--- src/rtl/tlul_demux_1n_pkg.sv ---
// Shared TL-UL types and opcodes, the peripheral address table and the decode helper
// used by the 1:N demux and its error responder.
package tlul_demux_1n_pkg;

    typedef enum logic [2:0] {
        PutFullData    = 3'h0,
        PutPartialData = 3'h1,
        Get            = 3'h4
    } tl_a_op_e;

    typedef enum logic [2:0] {
        AccessAck     = 3'h0,
        AccessAckData = 3'h1
    } tl_d_op_e;

    typedef struct packed {
        logic        a_valid;
        tl_a_op_e    a_opcode;
        logic [2:0]  a_param;
        logic [1:0]  a_size;
        logic [7:0]  a_source;
        logic [31:0] a_address;
        logic [3:0]  a_mask;
        logic [31:0] a_data;
        logic        d_ready;
    } tl_h2d_t;

    typedef struct packed {
        logic        d_valid;
        tl_d_op_e    d_opcode;
        logic [2:0]  d_param;
        logic [1:0]  d_size;
        logic [7:0]  d_source;
        logic        d_sink;
        logic [31:0] d_data;
        logic        d_error;
        logic        a_ready;
    } tl_d2h_t;

    localparam int DEMUX_N_PERIPH = 11;

    // Devices 0..9 are 64 KiB windows; device 10 is a 16 MiB window overlapping them,
    // so it only wins where no lower-numbered device matches.
    localparam logic [DEMUX_N_PERIPH-1:0][31:0] ADDR_SPACE = {
        32'h4000_0000, 32'h4009_0000, 32'h4008_0000, 32'h4007_0000,
        32'h4006_0000, 32'h4005_0000, 32'h4004_0000, 32'h4003_0000,
        32'h4002_0000, 32'h4001_0000, 32'h4000_0000
    };

    localparam logic [DEMUX_N_PERIPH-1:0][31:0] ADDR_MASK = {
        32'h00FF_FFFF, {10{32'h0000_FFFF}}
    };

    function automatic logic addr_dec(input logic [31:0] addr,
                                      input logic [31:0] space,
                                      input logic [31:0] mask);
        return (addr & ~mask) == space;
    endfunction

endpackage

--- src/rtl/tlul_demux_1n_err.sv ---
// tlul_err_resp: single-entry TL-UL error responder. Answers one request per slot with
// d_error set and ErrData one cycle after acceptance, holding the response until d_ready.
module tlul_err_resp
    import tlul_demux_1n_pkg::*;
#(
    parameter logic [31:0] ErrData = 32'hFFFF_FFFF
) (
    input  logic       clk,
    input  logic       rst,
    input  logic       a_valid,
    input  tl_a_op_e   a_opcode,
    input  logic [7:0] a_source,
    input  logic [1:0] a_size,
    input  logic       d_ready,
    output tl_d2h_t    rsp
);

    logic       err_pend;
    tl_a_op_e   err_opcode;
    logic [7:0] err_source;
    logic [1:0] err_size;

    always_ff @(posedge clk) begin
        if (rst) begin
            err_pend <= 1'b0;
        end else if (err_pend) begin
            if (d_ready) err_pend <= 1'b0;
        end else if (a_valid) begin
            err_pend   <= 1'b1;
            err_opcode <= a_opcode;
            err_source <= a_source;
            err_size   <= a_size;
        end
    end

    always_comb begin
        rsp          = '0;
        rsp.a_ready  = ~err_pend;
        rsp.d_valid  = err_pend;
        rsp.d_opcode = (err_opcode == Get) ? AccessAckData : AccessAck;
        rsp.d_size   = err_size;
        rsp.d_source = err_source;
        rsp.d_data   = ErrData;
        rsp.d_error  = 1'b1;
    end

endmodule

--- src/rtl/tlul_demux_1n.sv ---
// TL-UL 1:N demux: routes host requests to N devices by address, keeps responses in order
// by stalling target switches, and answers unmapped addresses. TLUL_DEMUX_ERR_LOG_EN adds an error log.
module tlul_demux_1n
    import tlul_demux_1n_pkg::*;
#(
    parameter int                   N              = DEMUX_N_PERIPH,
    parameter logic [N-1:0][31:0]   AddrSpace      = ADDR_SPACE,
    parameter logic [N-1:0][31:0]   AddrMask       = ADDR_MASK,
    parameter int                   MaxOutstanding = 4,
    parameter logic [31:0]          ErrData        = 32'hFFFF_FFFF
) (
    input  logic    clk_i,
    input  logic    rst_i,
    input  tl_h2d_t tl_h_i,
    output tl_d2h_t tl_h_o,
    output tl_h2d_t tl_d_o [N],
    input  tl_d2h_t tl_d_i [N]
`ifdef TLUL_DEMUX_ERR_LOG_EN
    ,
    input  logic        err_clr_i,
    output logic        err_valid_o,
    output logic [31:0] err_addr_o,
    output logic [15:0] err_cnt_o
`endif
);

    localparam int CNT_W = $clog2(MaxOutstanding + 1);
    localparam int TGT_W = $clog2(N + 1);

    logic [CNT_W-1:0] out_cnt;
    logic [TGT_W-1:0] tgt;
    logic [TGT_W-1:0] sel;
    logic             stall, sel_ready, a_ready, a_acc, d_acc, d_en;
    logic             err_a_valid, err_d_ready;
    tl_d2h_t          err_rsp, rsp;

    // Lowest matching index wins; no match selects the error port N.
    always_comb begin
        sel = TGT_W'(N);
        for (int i = N - 1; i >= 0; i--) begin
            if (addr_dec(tl_h_i.a_address, AddrSpace[i], AddrMask[i])) sel = TGT_W'(i);
        end
    end

    always_comb begin
        stall = (out_cnt == CNT_W'(MaxOutstanding)) || (out_cnt != '0 && sel != tgt);
        sel_ready = err_rsp.a_ready;
        for (int i = 0; i < N; i++) begin
            if (sel == TGT_W'(i)) sel_ready = tl_d_i[i].a_ready;
        end
        a_ready     = ~rst_i & ~stall & sel_ready;
        a_acc       = tl_h_i.a_valid & a_ready;
        err_a_valid = tl_h_i.a_valid & ~rst_i & ~stall & (sel == TGT_W'(N));

        // Responses only pass while something is outstanding, so a stray d_valid cannot underflow.
        d_en = ~rst_i & (out_cnt != '0);
        rsp  = err_rsp;
        for (int i = 0; i < N; i++) begin
            if (tgt == TGT_W'(i)) rsp = tl_d_i[i];
        end
        tl_h_o         = rsp;
        tl_h_o.d_valid = rsp.d_valid & d_en;
        tl_h_o.a_ready = a_ready;
        d_acc          = tl_h_o.d_valid & tl_h_i.d_ready;
        err_d_ready    = tl_h_i.d_ready & d_en & (tgt == TGT_W'(N));

        for (int i = 0; i < N; i++) begin
            tl_d_o[i]         = tl_h_i;
            tl_d_o[i].a_valid = tl_h_i.a_valid & ~rst_i & ~stall & (sel == TGT_W'(i));
            tl_d_o[i].d_ready = tl_h_i.d_ready & d_en & (tgt == TGT_W'(i));
        end
    end

    always_ff @(posedge clk_i) begin
        if (rst_i) begin
            out_cnt <= '0;
            tgt     <= '0;
        end else begin
            if (a_acc) tgt <= sel;
            case ({a_acc, d_acc})
                2'b10:   out_cnt <= out_cnt + 1'b1;
                2'b01:   out_cnt <= out_cnt - 1'b1;
                default: out_cnt <= out_cnt;
            endcase
        end
    end

    tlul_err_resp #(
        .ErrData (ErrData)
    ) u_err_resp (
        .clk      (clk_i),
        .rst      (rst_i),
        .a_valid  (err_a_valid),
        .a_opcode (tl_h_i.a_opcode),
        .a_source (tl_h_i.a_source),
        .a_size   (tl_h_i.a_size),
        .d_ready  (err_d_ready),
        .rsp      (err_rsp)
    );

`ifdef TLUL_DEMUX_ERR_LOG_EN
    logic err_acc;
    assign err_acc = a_acc & (sel == TGT_W'(N));

    // The first error address is kept until cleared; a clear coinciding with an error logs it.
    always_ff @(posedge clk_i) begin
        if (rst_i) begin
            err_valid_o <= 1'b0;
            err_addr_o  <= '0;
            err_cnt_o   <= '0;
        end else if (err_clr_i) begin
            err_valid_o <= err_acc;
            err_addr_o  <= err_acc ? tl_h_i.a_address : 32'h0;
            err_cnt_o   <= err_acc ? 16'h1 : 16'h0;
        end else if (err_acc) begin
            if (!err_valid_o) begin
                err_valid_o <= 1'b1;
                err_addr_o  <= tl_h_i.a_address;
            end
            if (err_cnt_o != 16'hFFFF) err_cnt_o <= err_cnt_o + 16'h1;
        end
    end
`endif

endmodule

--- config.mk ---
export PLATFORM = sky130hd
export DESIGN_NAME = tlul_demux_1n
export DESIGN_NICKNAME = d
export VERILOG_FILES = /design/src/rtl/tlul_demux_1n_pkg.sv /design/src/rtl/tlul_demux_1n_err.sv /design/src/rtl/tlul_demux_1n.sv
export SDC_FILE = /design/constraint.sdc
export NUM_CORES = 1
export LEC_CHECK = 0
export ABC_AREA = 1
export CAP_MARGIN = 10
export CELL_PAD_IN_SITES_DETAIL_PLACEMENT = 1
export CELL_PAD_IN_SITES_GLOBAL_PLACEMENT = 2
export CORE_AREA = 2 2 646 648
export DETAILED_ROUTE_END_ITERATION = 7
export DIE_AREA = 0 0 648 650
export PLACE_DENSITY_LB_ADDON = 0.1
export SLEW_MARGIN = 20
export SYNTH_ARGS = -nofsm -noshare
export SYNTH_HDL_FRONTEND = slang
export SYNTH_SLANG_ARGS = --single-unit
--- constraint.sdc ---
create_clock -name clk_i -period 3.2 [get_ports clk_i]
set_input_delay 0.32 -clock clk_i [delete_from_list [all_inputs] [get_ports clk_i]]
set_output_delay 0.32 -clock clk_i [all_outputs]
set_load 0.005 [all_outputs]
==> qor.yml <==
die_w_um: 648
period_needed_ps: 3377
violations: "setup timing"
gp_congestion: 0.7403
vias_per_cell: 1.889
end_kind: "primary output"
port-buffer-count: 997
layout_commonest_cell: "clkdlybuf4s50_1"
multi_input_area_sq_um: 6997
dp_hpwl_mm: 171.9
ys_seq_area_share_pct: 4.351
synth_area_sq_um: 12650
io_pins: 1658
cts_htree_levels: 1
ys.warnings.count: 0
fillers: 49030
fin_tns_setup_ps: -2091
grt_pass1_wl_mm: 227.7
initial_core_util_pct: 3.050
dr.max_layer_used: "met5"
antenna_left: 0
cts_buffer_depth: 2
fin_cells: 7994
fin_nets: 3119
grt.overflow.total: 0
rows: 237
worstPathMaxFanout: 7
met3WireLength_mm: 13.85
die_h_um: 650
routed-via-count: 15100
drive_above_1_share_pct: 37.58
core_region_area_sq_um: 414900
fin_ws_ps: -177.3
peakVddDrop_uv: 165.7
layout_common_cells: "clkdlybuf4s50_1, buf_4, nand2_1"
fmax_ghz: 0.2961
antenna_found_initial: 174
grt_setup_unrepaired: "yes"
syn_area_per_cell_sq_um: 6.295
cellPowerDensity_nw_per_um2: 262.7
clk_latency_ps: 280
drc_errors: 0
finalPower_mw: 7.884
drv_cap: 0
synthCells: 2010
slew-limit-headroom_pct: 47.55
wl_per_cell_um: 24.10
crit_type: "flip-flop to primary output"
report.final.slew_viol_count: 0
seqCellArea_sq_um: 560.5
yosys.cell_types.count: 43
leakage_nw: 9.609
hold_buffers: 0
drt_iter0_markers: 459
synth_seq_cells: 21
period_share_pct: 105.5
place_inst: 7814
async_flop_share_pct: 0
track_usage_pct: 8.714
cts_buffers: 3
cts_tree: "built"
tightest_slew_ps: 784.3
cts_root_buffer: "clkbuf_16"
grt_pass1_vias: 16140
status: "complete, but fails checks"
clk_pin_slew_worst_paths_ps: 70
met2RoutedLength_mm: 102.7
synth-edff-count: 13
syn_to_final_growth_pct: 137.2
holdCritPathClass: "flip-flop to flip-flop"
setup_violations: 29
cts_sinks: 21
drt-total-wl_mm: 192.6
first_pass_iters: 4
grt_max_degree: 27
syn_nets: 2672
cp.arrival_ps: 3060
crit_required_ps: 2880
skew_ps: 8.855
synthFlopType: "edfxtp_1"
dieArea_sq_um: 421200
final_hold_viol_count: 0
cp-start-kind: "flip-flop"
dp_slack_ps: -1177
wl_met1_mm: 70.36
-- final cells by class --
type	count	share of cell area, %
repair buffers	1445	50.28
clock buffers	3	0.2501
clock inverters	1	0.01667
multi-input cells	917	23.31
diodes	41	0.3418
flip-flops and latches	21	1.868
inverters	69	1.013
well taps	5497	22.92
-- stage by stage --
step | area, sq um | util [%] | hold slack, ps
3_3_place_gp | 25450 | 6.134 | 491.8
2_1_floorplan | 12650 | - | 389.1
3_5_place_dp | 25450 | 6.134 | 477.4
6_report | 30010 | 7.235 | 503.3
5_1_grt | 29990 | 7.229 | 552.7
4_1_cts | 28700 | 6.919 | 497.4
-- synthesized netlist by cell type (all sizes together) (2+ instances only) --
master	count	area share, %
buf	944	56
nand2	248	7.5
nor2	217	6.9
o21ai	150	5.9
inv	67	2.0
nand3	67	2.9
clkbuf	59	1.8
o22ai	38	1.9
o221ai	37	2.6
a21oi	36	1.5
o211ai	22	1.3
o31ai	21	1.2
nor3	19	0.75
or2	15	0.74
edfxtp	13	3.1
nand4	13	0.64
dfxtp	8	1.3
o21bai	6	0.36
a221oi	4	0.28
a31oi	4	0.20
nor4	4	0.25
o41ai	4	0.28
a211oi	3	0.18
a32o	3	0.24
clkinv	2	0.059
nand3b	2	0.12
-- worst max-delay path, cell delays in order, from the launching register on --
cell and delay (ps):
dfxtp_4 380, nor2_4 180, buf_4 140, buf_6 90
inv_4 30, nor2_4 170, inv_8 50, buf_12 140
buf_6 110, buf_6 100, buf_12 130, buf_12 140
o221ai_4 230, buf_6 170, nor3_4 40, a21oi_2 250
o21ai_4 120, buf_6 140, buf_12 130
-- what timing repair did --
action                     CTS  global route
cloned                       8             2
pin swaps                  180           179
buffers inserted            93            56
resized for setup          684           194
setup endpoints to repair   84            65
-- power by group --
group          leakage, nW  total, mW  switching, mW  internal [mW]
logic                 9.38       7.24           3.53           3.71
registers            0.188      0.328         0.0171          0.311
clock network       0.0411      0.312          0.142          0.170
-- worst paths after layout --
| kind | startpoint | end | slack, ps | depth (start not counted) |
|---|---|---|---|---|
| worst max register to register | tgt[2] | out_cnt[1] | -50 | 26 |
| worst max-delay path | tgt[0] | tl_h_o[8] | -180 | 18 |
| worst min register to register | out_cnt[2] | out_cnt[2] | 500 | 2 |
| worst min-delay path | out_cnt[2] | out_cnt[2] | 500 | 2 |
-- layer usage --
metal / global-route usage [%] / vias up
met3: 2.752 / 412
li1: - / 6581
met4: 2.257 / 54
met2: 16.43 / 1001
met1: 9.205 / 7056
met5: 0.1487 / -
-- cell families after synthesis --
kind of cell | count (synthesis) | share of synthesized area, %
xor+xnor | 1 | 0.06924
buf+inv | 1072 | 59.50
flops | 21 | 4.351
simple gates | 586 | 19.86
compound gates | 328 | 15.96
fa+ha+maj | 2 | 0.2571
-- flip-flops by register name (all words and copies together), names as in the netlist --
signal and flops:
u_err_resp.err_source 8, tgt 4, out_cnt 3, u_err_resp.err_opcode 3, u_err_resp.err_size 2, u_err_resp.err_pend 1
Power figures use the tool's default switching activity.
